$ cat src/rtl/rsrt_sum_writeback_seq_pkg.sv
// Shared definitions for the add-and-classify write-back sequencer:
// FSM state encoding and the class codes written to $rd.
package rsrt_sum_writeback_seq_pkg;

    typedef enum logic [1:0] {
        S_IDLE  = 2'd0,
        S_CALC  = 2'd1,
        S_WR_RS = 2'd2,
        S_WR_RD = 2'd3
    } state_e;

    localparam logic [1:0] CODE_ZERO = 2'd1;
    localparam logic [1:0] CODE_NEG  = 2'd2;
    localparam logic [1:0] CODE_POS  = 2'd3;

endpackage

$ cat src/rtl/rsrt_sum_writeback_seq_if.sv
// Issue/write-port bundle between operand fetch, the sequencer and the register file.
// master = issuing side, slave = the sequencer.
interface rsrt_sum_writeback_seq_if #(
    parameter int DATA_W = 32,
    parameter int ADDR_W = 5
);
    logic              start;
    logic [ADDR_W-1:0] rs_addr;
    logic [ADDR_W-1:0] rd_addr;
    logic [DATA_W-1:0] rs_val;
    logic [DATA_W-1:0] rt_val;
    logic              busy;
    logic              reg_we;
    logic [ADDR_W-1:0] reg_waddr;
    logic [DATA_W-1:0] reg_wdata;
    logic              done;
    logic              ovf;

    modport master (
        output start, rs_addr, rd_addr, rs_val, rt_val,
        input  busy, reg_we, reg_waddr, reg_wdata, done, ovf
    );

    modport slave (
        input  start, rs_addr, rd_addr, rs_val, rt_val,
        output busy, reg_we, reg_waddr, reg_wdata, done, ovf
    );
endinterface

$ cat src/rtl/rsrt_sum_writeback_seq_sum_class_encode.sv
// Classifies a sum as a signed value: zero -> CODE_ZERO, negative -> CODE_NEG,
// positive -> CODE_POS. Purely combinational.
module sum_class_encode
    import rsrt_sum_writeback_seq_pkg::*;
#(
    parameter int DATA_W = 32
) (
    input  logic [DATA_W-1:0] sum,
    output logic [1:0]        code
);
    always_comb begin
        code = CODE_POS;
        if (sum == '0)
            code = CODE_ZERO;
        else if ($signed(sum) < $signed({DATA_W{1'b0}}))
            code = CODE_NEG;
    end
endmodule

$ cat src/rtl/rsrt_sum_writeback_seq.sv
// Execute/write-back sequencer: $rs <= $rs + $rt, then $rd <= class of the sum,
// issued in that order on the single register-file write port over a fixed 4 cycles.
module rsrt_sum_writeback_seq
    import rsrt_sum_writeback_seq_pkg::*;
#(
    parameter int DATA_W    = 32,
    parameter int ADDR_W    = 5,
    parameter int SKIP_ZERO = 1
) (
    input  logic                      clk,
    input  logic                      reset,
    rsrt_sum_writeback_seq_if.slave   bus
);
    state_e            state_q, state_d;
    logic [ADDR_W-1:0] rs_addr_q, rs_addr_d;
    logic [ADDR_W-1:0] rd_addr_q, rd_addr_d;
    logic [DATA_W-1:0] rs_val_q, rs_val_d;
    logic [DATA_W-1:0] rt_val_q, rt_val_d;
    logic [1:0]        code_q, code_d;
    logic              ovf_q, ovf_d;

    logic              busy_q, busy_d;
    logic              reg_we_q, reg_we_d;
    logic [ADDR_W-1:0] reg_waddr_q, reg_waddr_d;
    logic [DATA_W-1:0] reg_wdata_q, reg_wdata_d;
    logic              done_q, done_d;
    logic              ovf_out_q, ovf_out_d;

    logic [DATA_W-1:0] sum_calc;
    logic [1:0]        code_calc;
    logic              ovf_calc;

    assign sum_calc = rs_val_q + rt_val_q;
    assign ovf_calc = (rs_val_q[DATA_W-1] == rt_val_q[DATA_W-1]) &&
                      (sum_calc[DATA_W-1] != rs_val_q[DATA_W-1]);

    sum_class_encode #(.DATA_W(DATA_W)) u_encode (
        .sum  (sum_calc),
        .code (code_calc)
    );

    function automatic logic write_allowed(input logic [ADDR_W-1:0] addr);
        return (SKIP_ZERO == 0) || (addr != '0);
    endfunction

    // Outputs are registered: each state computes the values shown during the next one.
    // The reg_wdata register doubles as the sum register during WR_RS.
    always_comb begin
        state_d     = state_q;
        rs_addr_d   = rs_addr_q;
        rd_addr_d   = rd_addr_q;
        rs_val_d    = rs_val_q;
        rt_val_d    = rt_val_q;
        code_d      = code_q;
        ovf_d       = ovf_q;
        busy_d      = 1'b0;
        reg_we_d    = 1'b0;
        reg_waddr_d = '0;
        reg_wdata_d = '0;
        done_d      = 1'b0;
        ovf_out_d   = 1'b0;
        case (state_q)
            S_IDLE: begin
                if (bus.start) begin
                    rs_addr_d = bus.rs_addr;
                    rd_addr_d = bus.rd_addr;
                    rs_val_d  = bus.rs_val;
                    rt_val_d  = bus.rt_val;
                    busy_d    = 1'b1;
                    state_d   = S_CALC;
                end
            end
            S_CALC: begin
                code_d      = code_calc;
                ovf_d       = ovf_calc;
                busy_d      = 1'b1;
                reg_we_d    = write_allowed(rs_addr_q);
                reg_waddr_d = rs_addr_q;
                reg_wdata_d = sum_calc;
                state_d     = S_WR_RS;
            end
            S_WR_RS: begin
                busy_d      = 1'b1;
                reg_we_d    = write_allowed(rd_addr_q);
                reg_waddr_d = rd_addr_q;
                reg_wdata_d = DATA_W'(code_q);
                done_d      = 1'b1;
                ovf_out_d   = ovf_q;
                state_d     = S_WR_RD;
            end
            S_WR_RD: state_d = S_IDLE;
            default: state_d = S_IDLE;
        endcase
    end

    always_ff @(posedge clk) begin
        if (reset) begin
            state_q     <= S_IDLE;
            rs_addr_q   <= '0;
            rd_addr_q   <= '0;
            rs_val_q    <= '0;
            rt_val_q    <= '0;
            code_q      <= '0;
            ovf_q       <= 1'b0;
            busy_q      <= 1'b0;
            reg_we_q    <= 1'b0;
            reg_waddr_q <= '0;
            reg_wdata_q <= '0;
            done_q      <= 1'b0;
            ovf_out_q   <= 1'b0;
        end else begin
            state_q     <= state_d;
            rs_addr_q   <= rs_addr_d;
            rd_addr_q   <= rd_addr_d;
            rs_val_q    <= rs_val_d;
            rt_val_q    <= rt_val_d;
            code_q      <= code_d;
            ovf_q       <= ovf_d;
            busy_q      <= busy_d;
            reg_we_q    <= reg_we_d;
            reg_waddr_q <= reg_waddr_d;
            reg_wdata_q <= reg_wdata_d;
            done_q      <= done_d;
            ovf_out_q   <= ovf_out_d;
        end
    end

    assign bus.busy      = busy_q;
    assign bus.reg_we    = reg_we_q;
    assign bus.reg_waddr = reg_waddr_q;
    assign bus.reg_wdata = reg_wdata_q;
    assign bus.done      = done_q;
    assign bus.ovf       = ovf_out_q;

endmodule

$ cat src/flat_wrapper.sv
// flat-port wrapper written by rule: the top's interface ports become plain ports
module rsrt_sum_writeback_seq_flat import rsrt_sum_writeback_seq_pkg::*;
#(
    parameter int DATA_W    = 32,
    parameter int ADDR_W    = 5,
    parameter int SKIP_ZERO = 1
)
  (clk, reset, bus_start, bus_rs_addr, bus_rd_addr, bus_rs_val, bus_rt_val, bus_busy, bus_reg_we, bus_reg_waddr, bus_reg_wdata, bus_done, bus_ovf);
  rsrt_sum_writeback_seq_if #(.DATA_W(DATA_W), .ADDR_W(ADDR_W)) bus_i ();
  input  logic clk;
  input  logic reset;
  input wire logic [$bits(bus_i.start)-1:0] bus_start;
  input wire logic [$bits(bus_i.rs_addr)-1:0] bus_rs_addr;
  input wire logic [$bits(bus_i.rd_addr)-1:0] bus_rd_addr;
  input wire logic [$bits(bus_i.rs_val)-1:0] bus_rs_val;
  input wire logic [$bits(bus_i.rt_val)-1:0] bus_rt_val;
  output wire logic [$bits(bus_i.busy)-1:0] bus_busy;
  output wire logic [$bits(bus_i.reg_we)-1:0] bus_reg_we;
  output wire logic [$bits(bus_i.reg_waddr)-1:0] bus_reg_waddr;
  output wire logic [$bits(bus_i.reg_wdata)-1:0] bus_reg_wdata;
  output wire logic [$bits(bus_i.done)-1:0] bus_done;
  output wire logic [$bits(bus_i.ovf)-1:0] bus_ovf;
  assign bus_i.start = bus_start;
  assign bus_i.rs_addr = bus_rs_addr;
  assign bus_i.rd_addr = bus_rd_addr;
  assign bus_i.rs_val = bus_rs_val;
  assign bus_i.rt_val = bus_rt_val;
  assign bus_busy = bus_i.busy;
  assign bus_reg_we = bus_i.reg_we;
  assign bus_reg_waddr = bus_i.reg_waddr;
  assign bus_reg_wdata = bus_i.reg_wdata;
  assign bus_done = bus_i.done;
  assign bus_ovf = bus_i.ovf;
  rsrt_sum_writeback_seq #(.DATA_W(DATA_W), .ADDR_W(ADDR_W), .SKIP_ZERO(SKIP_ZERO)) u_core (.clk(clk), .reset(reset), .bus(bus_i));
endmodule
$ cat config.mk
export PLATFORM = sky130hd
export DESIGN_NAME = rsrt_sum_writeback_seq_flat
export DESIGN_NICKNAME = d
export VERILOG_FILES = /design/src/rtl/rsrt_sum_writeback_seq_pkg.sv /design/src/rtl/rsrt_sum_writeback_seq_if.sv /design/src/rtl/rsrt_sum_writeback_seq_sum_class_encode.sv /design/src/rtl/rsrt_sum_writeback_seq.sv /design/src/flat_wrapper.sv
export SDC_FILE = /design/constraint.sdc
export NUM_CORES = 1
export LEC_CHECK = 0
export ABC_CLOCK_PERIOD_IN_PS = 4000
export BUFFER_PORTS_ARGS = -buffer_cell sky130_fd_sc_hd__buf_4
export CAP_MARGIN = 0
export CORE_MARGIN = 2
export CORE_UTILIZATION = 45
export CTS_CLUSTER_SIZE = 10
export DETAILED_ROUTE_END_ITERATION = 6
export PLACE_DENSITY = 0.68
export SETUP_SLACK_MARGIN = 0.2
export SLEW_MARGIN = 20
export SYNTH_ARGS = -nofsm -noshare
export SYNTH_HDL_FRONTEND = slang
export SYNTH_SLANG_ARGS = --single-unit
$ cat constraint.sdc
create_clock -name clk -period 4 [get_ports clk]
set_input_delay 0.2 -clock clk [delete_from_list [all_inputs] [get_ports clk]]
set_output_delay 0.2 -clock clk [all_outputs]
set_load 0.05 [all_outputs]
==> results.rst <==
.. list-table::
   :header-rows: 1

   * - Metric
     - Value
   * - Setup skew after layout
     - 6.07 ps
   * - DR iter-0 viols
     - 389
   * - Final clock period utilization by the worst path
     - 0.839
   * - Number of port buffers
     - 117
   * - Worst voltage drop across the vdd grid
     - 0.000322 V
   * - Maximum number of pins on one net before global-route repair
     - 86
   * - Count of final max-slew check failures
     - 0
   * - Post-CTS setup buffer count
     - 0
   * - Final critical delay including setup and external delays
     - 3360 ps
   * - Post-synthesis net count
     - 837
   * - Share of cells above drive strength 1
     - 0.198
   * - Placeable Area
     - 12600 um^2
   * - HPWL reported at the end of detailed placement
     - 11000 um
   * - Type of element launching the critical path
     - flip-flop
   * - CTS Buf Count
     - 17
   * - Number of remaining DRC errors
     - 0
   * - Vias after detailed routing
     - 5311
   * - Pwr dens
     - 568 nW/um^2
   * - Diodes inserted
     - 0
   * - Clock network latency to the later pin of the worst-skew pair
     - 420 ps
   * - Area fraction in compound gates after synthesis
     - 0.211
   * - Total track usage
     - 0.223
   * - Area share of the largest cell type after synthesis
     - 0.412
   * - Worst-path maximum fanout
     - 5
   * - F_max
     - 298 MHz
   * - Level count of the clock H-tree
     - 4
   * - Max-capacitance violation count
     - 0
   * - Clock transition at the register clock pins on the worst setup and hold paths after CTS
     - 50 ps
   * - Post-DR wirelength/cell
     - 14.8 um
   * - Status
     - finished, final reports clean
   * - Bufs on Longest Clock Path
     - 2
   * - Worst Max-Slew Pin Slew
     - 1040 ps
   * - Final hold violation count
     - 0
   * - Die Span Y
     - 118 um
   * - Number of placement rows
     - 41
   * - Count of nets left with antenna violations after detail routing
     - 0
   * - Via count of the first global-routing pass
     - 5110
   * - Global-route wire length before repair
     - 25200 um
   * - Final setup vio count
     - 0
   * - Final global-route overflow total
     - 0
   * - Utilization after layout
     - 0.582
   * - Post-synthesis register bit count
     - 120
   * - Distinct cell type count after synthesis
     - 62
   * - Total negative setup slack
     - 0 ps
   * - CP Data Required Time
     - 4260 ps
   * - I/O pin count
     - 118
   * - Mapped Cells
     - 723
   * - Number of antenna violations at the first check in global routing
     - 0
   * - Top cell type by total area after synthesis
     - sky130_fd_sc_hd__dfxtp_1
   * - Leakage power total
     - 3.16 nW
   * - Number of warnings printed during yosys synthesis
     - 0
   * - Crit end category
     - flip-flop
   * - Total Routed Length
     - 14900 um
   * - Overall die width
     - 118 um
   * - Mux cell area share after synthesis
     - 0.00343
   * - Arrival time at the worst endpoint
     - 3620 ps
   * - Clock tree from TritonCTS
     - done
   * - Average cell area after synthesis
     - 8.06 um^2
   * - Rel. slew slack
     - 0.305
   * - Unrepaired setup endpoints after global routing
     - false
   * - Library cell used as clock root buffer
     - sky130_fd_sc_hd__clkbuf_16
   * - Worst hold-check path type
     - primary input to flip-flop
   * - Sequential element share of the synthesized area
     - 0.412
   * - Post-Synthesis Cell Area
     - 5830 um^2
   * - Number of enable flip-flop cells after synthesis
     - 0
   * - Count leader, synth
     - sky130_fd_sc_hd__nand2_1
   * - Main flop type after synthesis
     - sky130_fd_sc_hd__dfxtp_1
   * - Largest family of logic cells by synthesized area
     - simple AND/OR/NAND/NOR gates
   * - DIE AREA
     - 13900 um^2
   * - First-pass iteration count of the detailed router
     - 5
   * - GP Congestion
     - 0.908
   * - Count of instances resized after the clock tree is built
     - 0
   * - Xor and xnor fraction of the mapped netlist area
     - 0.0376
   * - Detail-routed via count per cell
     - 5.27
   * - Layout Area Growth over Synthesis
     - 26.0%
   * - Sink count of the clock tree
     - 120
   * - Crit Path Class
     - flip-flop to flip-flop
   * - Number of cells in the design after placement
     - 976
   * - Post-route non-filler standard cell count
     - 1007
   * - Final net count
     - 937
   * - Commonest cells in the netlist
     - sky130_fd_sc_hd__nand2_1 (181), sky130_fd_sc_hd__dfxtp_1 (120), sky130_fd_sc_hd__a21oi_1 (101), sky130_fd_sc_hd__nor2_1 (43)
   * - Biggest area contributors in the synthesized netlist
     - sky130_fd_sc_hd__dfxtp_1 (41%), sky130_fd_sc_hd__nand2_1 (12%), sky130_fd_sc_hd__a21oi_1 (8.7%)
   * - Share of synthesized flip-flops with an asynchronous set or reset
     - 0
   * - Adder and majority gate portion of the synthesized area
     - 0.0807
   * - Number of hold-repair buffers added at the cts stage
     - 0
   * - Simple-gate area share of the yosys netlist
     - 0.222
   * - Initial core utilization
     - 0.462
   * - Number of inserted filler cells in the final layout
     - 1171
==> state kept, by name, indices dropped and copies added, names as in the netlist <==
signal                flops
u_core.bus.reg_wdata     32
u_core.rs_val_q          32
u_core.rt_val_q          32
u_core.bus.reg_waddr      5
u_core.rd_addr_q          5
u_core.rs_addr_q          5
u_core.code_q             2
u_core.state_q            2
u_core.bus.busy           1
u_core.bus.done           1
u_core.bus.ovf            1
u_core.bus.reg_we         1
u_core.ovf_q              1
==> per-stage QoR <==
stage	hold slack, ps	power, mW	worst slack, ps	area (um^2)
2_1_floorplan	286	2.42	1120	5830
3_3_place_gp	447	2.75	782	6800
3_5_place_dp	450	2.77	655	6800
4_1_cts	14.8	4.20	620	7340
5_1_grt	19.9	4.42	350	7340
6_report	23.1	4.17	643	7340
==> cells in the final DEF, fill, tap and decap left out, drive strengths merged, types with 4 or more instances in the layout <==
master	instances
xnor2	13
nand2	181
a21o	11
xor2	12
dfxtp	120
o31ai	4
inv	11
o21a	7
clkinv	8
and2	14
a21oi	101
and4	4
buf	120
o21bai	5
nand3	6
or3	4
nor3	9
ha	36
or2	4
a22o	6
a211oi	9
clkbuf	20
o21ai	25
nor2	43
nand4	6
==> report_power, final <==
group / switching [mW] / leakage [nW] / internal [mW]
registers: 0.100 / 0.979 / 1.37
logic: 0.816 / 1.90 / 0.471
clock network: 0.514 / 0.273 / 0.899
total: 1.43 / 3.16 / 2.74
==> per-layer routing <==
metal  vias up  part of all wire  global-route usage
met5         -                 0                   0
met4         0             0.017              0.0715
met3        22             0.056              0.0640
met2       149              0.46               0.347
met1      2445              0.47               0.298
li1       2695                 -                   -
==> final cells by class <==
cell class	instances	area [um^2]	share of cell area
tap	172	215	0.0293
multi-input combinational	553	3240	0.441
sequential	120	2400	0.327
inverter	11	41.3	0.00562
timing repair buffer	120	901	0.123
clock inverter	11	108	0.0147
clock buffer	20	437	0.0595
==> critical path: stages, from the launching register on <==
cell	delay (ps)
sky130_fd_sc_hd__dfxtp_1	330
sky130_fd_sc_hd__ha_1	200
sky130_fd_sc_hd__inv_1	70
sky130_fd_sc_hd__fa_1	440
sky130_fd_sc_hd__nor2b_4	140
sky130_fd_sc_hd__o31a_1	260
sky130_fd_sc_hd__o211ai_2	160
sky130_fd_sc_hd__a211oi_2	350
sky130_fd_sc_hd__o21ai_0	220
sky130_fd_sc_hd__a2111oi_4	330
sky130_fd_sc_hd__nand4_1	150
sky130_fd_sc_hd__nor4b_2	240
sky130_fd_sc_hd__and4_1	220
sky130_fd_sc_hd__a211oi_1	70
==> logic make-up after synthesis <==
group                    count (synthesis)
multiplexers                             2
buffers and inverters                   50
XOR/XNOR                                25
adder cells (fa/ha/maj)                 37
AND/OR/NAND/NOR                        292
flip-flops                             120
AO/OA/AOI/OAI                          197
==> path summary, 6_finish.rpt <==
| check | startpoint | end | slack (ps) | cells past startpoint |
|---|---|---|---|---|
| hold / removal | bus_rd_addr[3] | u_core.rd_addr_q[3] | 20 | 3 |
| setup reg to reg | u_core.rt_val_q[0] | u_core.code_q[1] | 640 | 13 |
| hold reg to reg | u_core.rs_val_q[6] | u_core.rs_val_q[6] | 460 | 2 |
| setup / recovery | u_core.rt_val_q[0] | u_core.code_q[1] | 640 | 13 |
(Power assumes the default switching activity.)
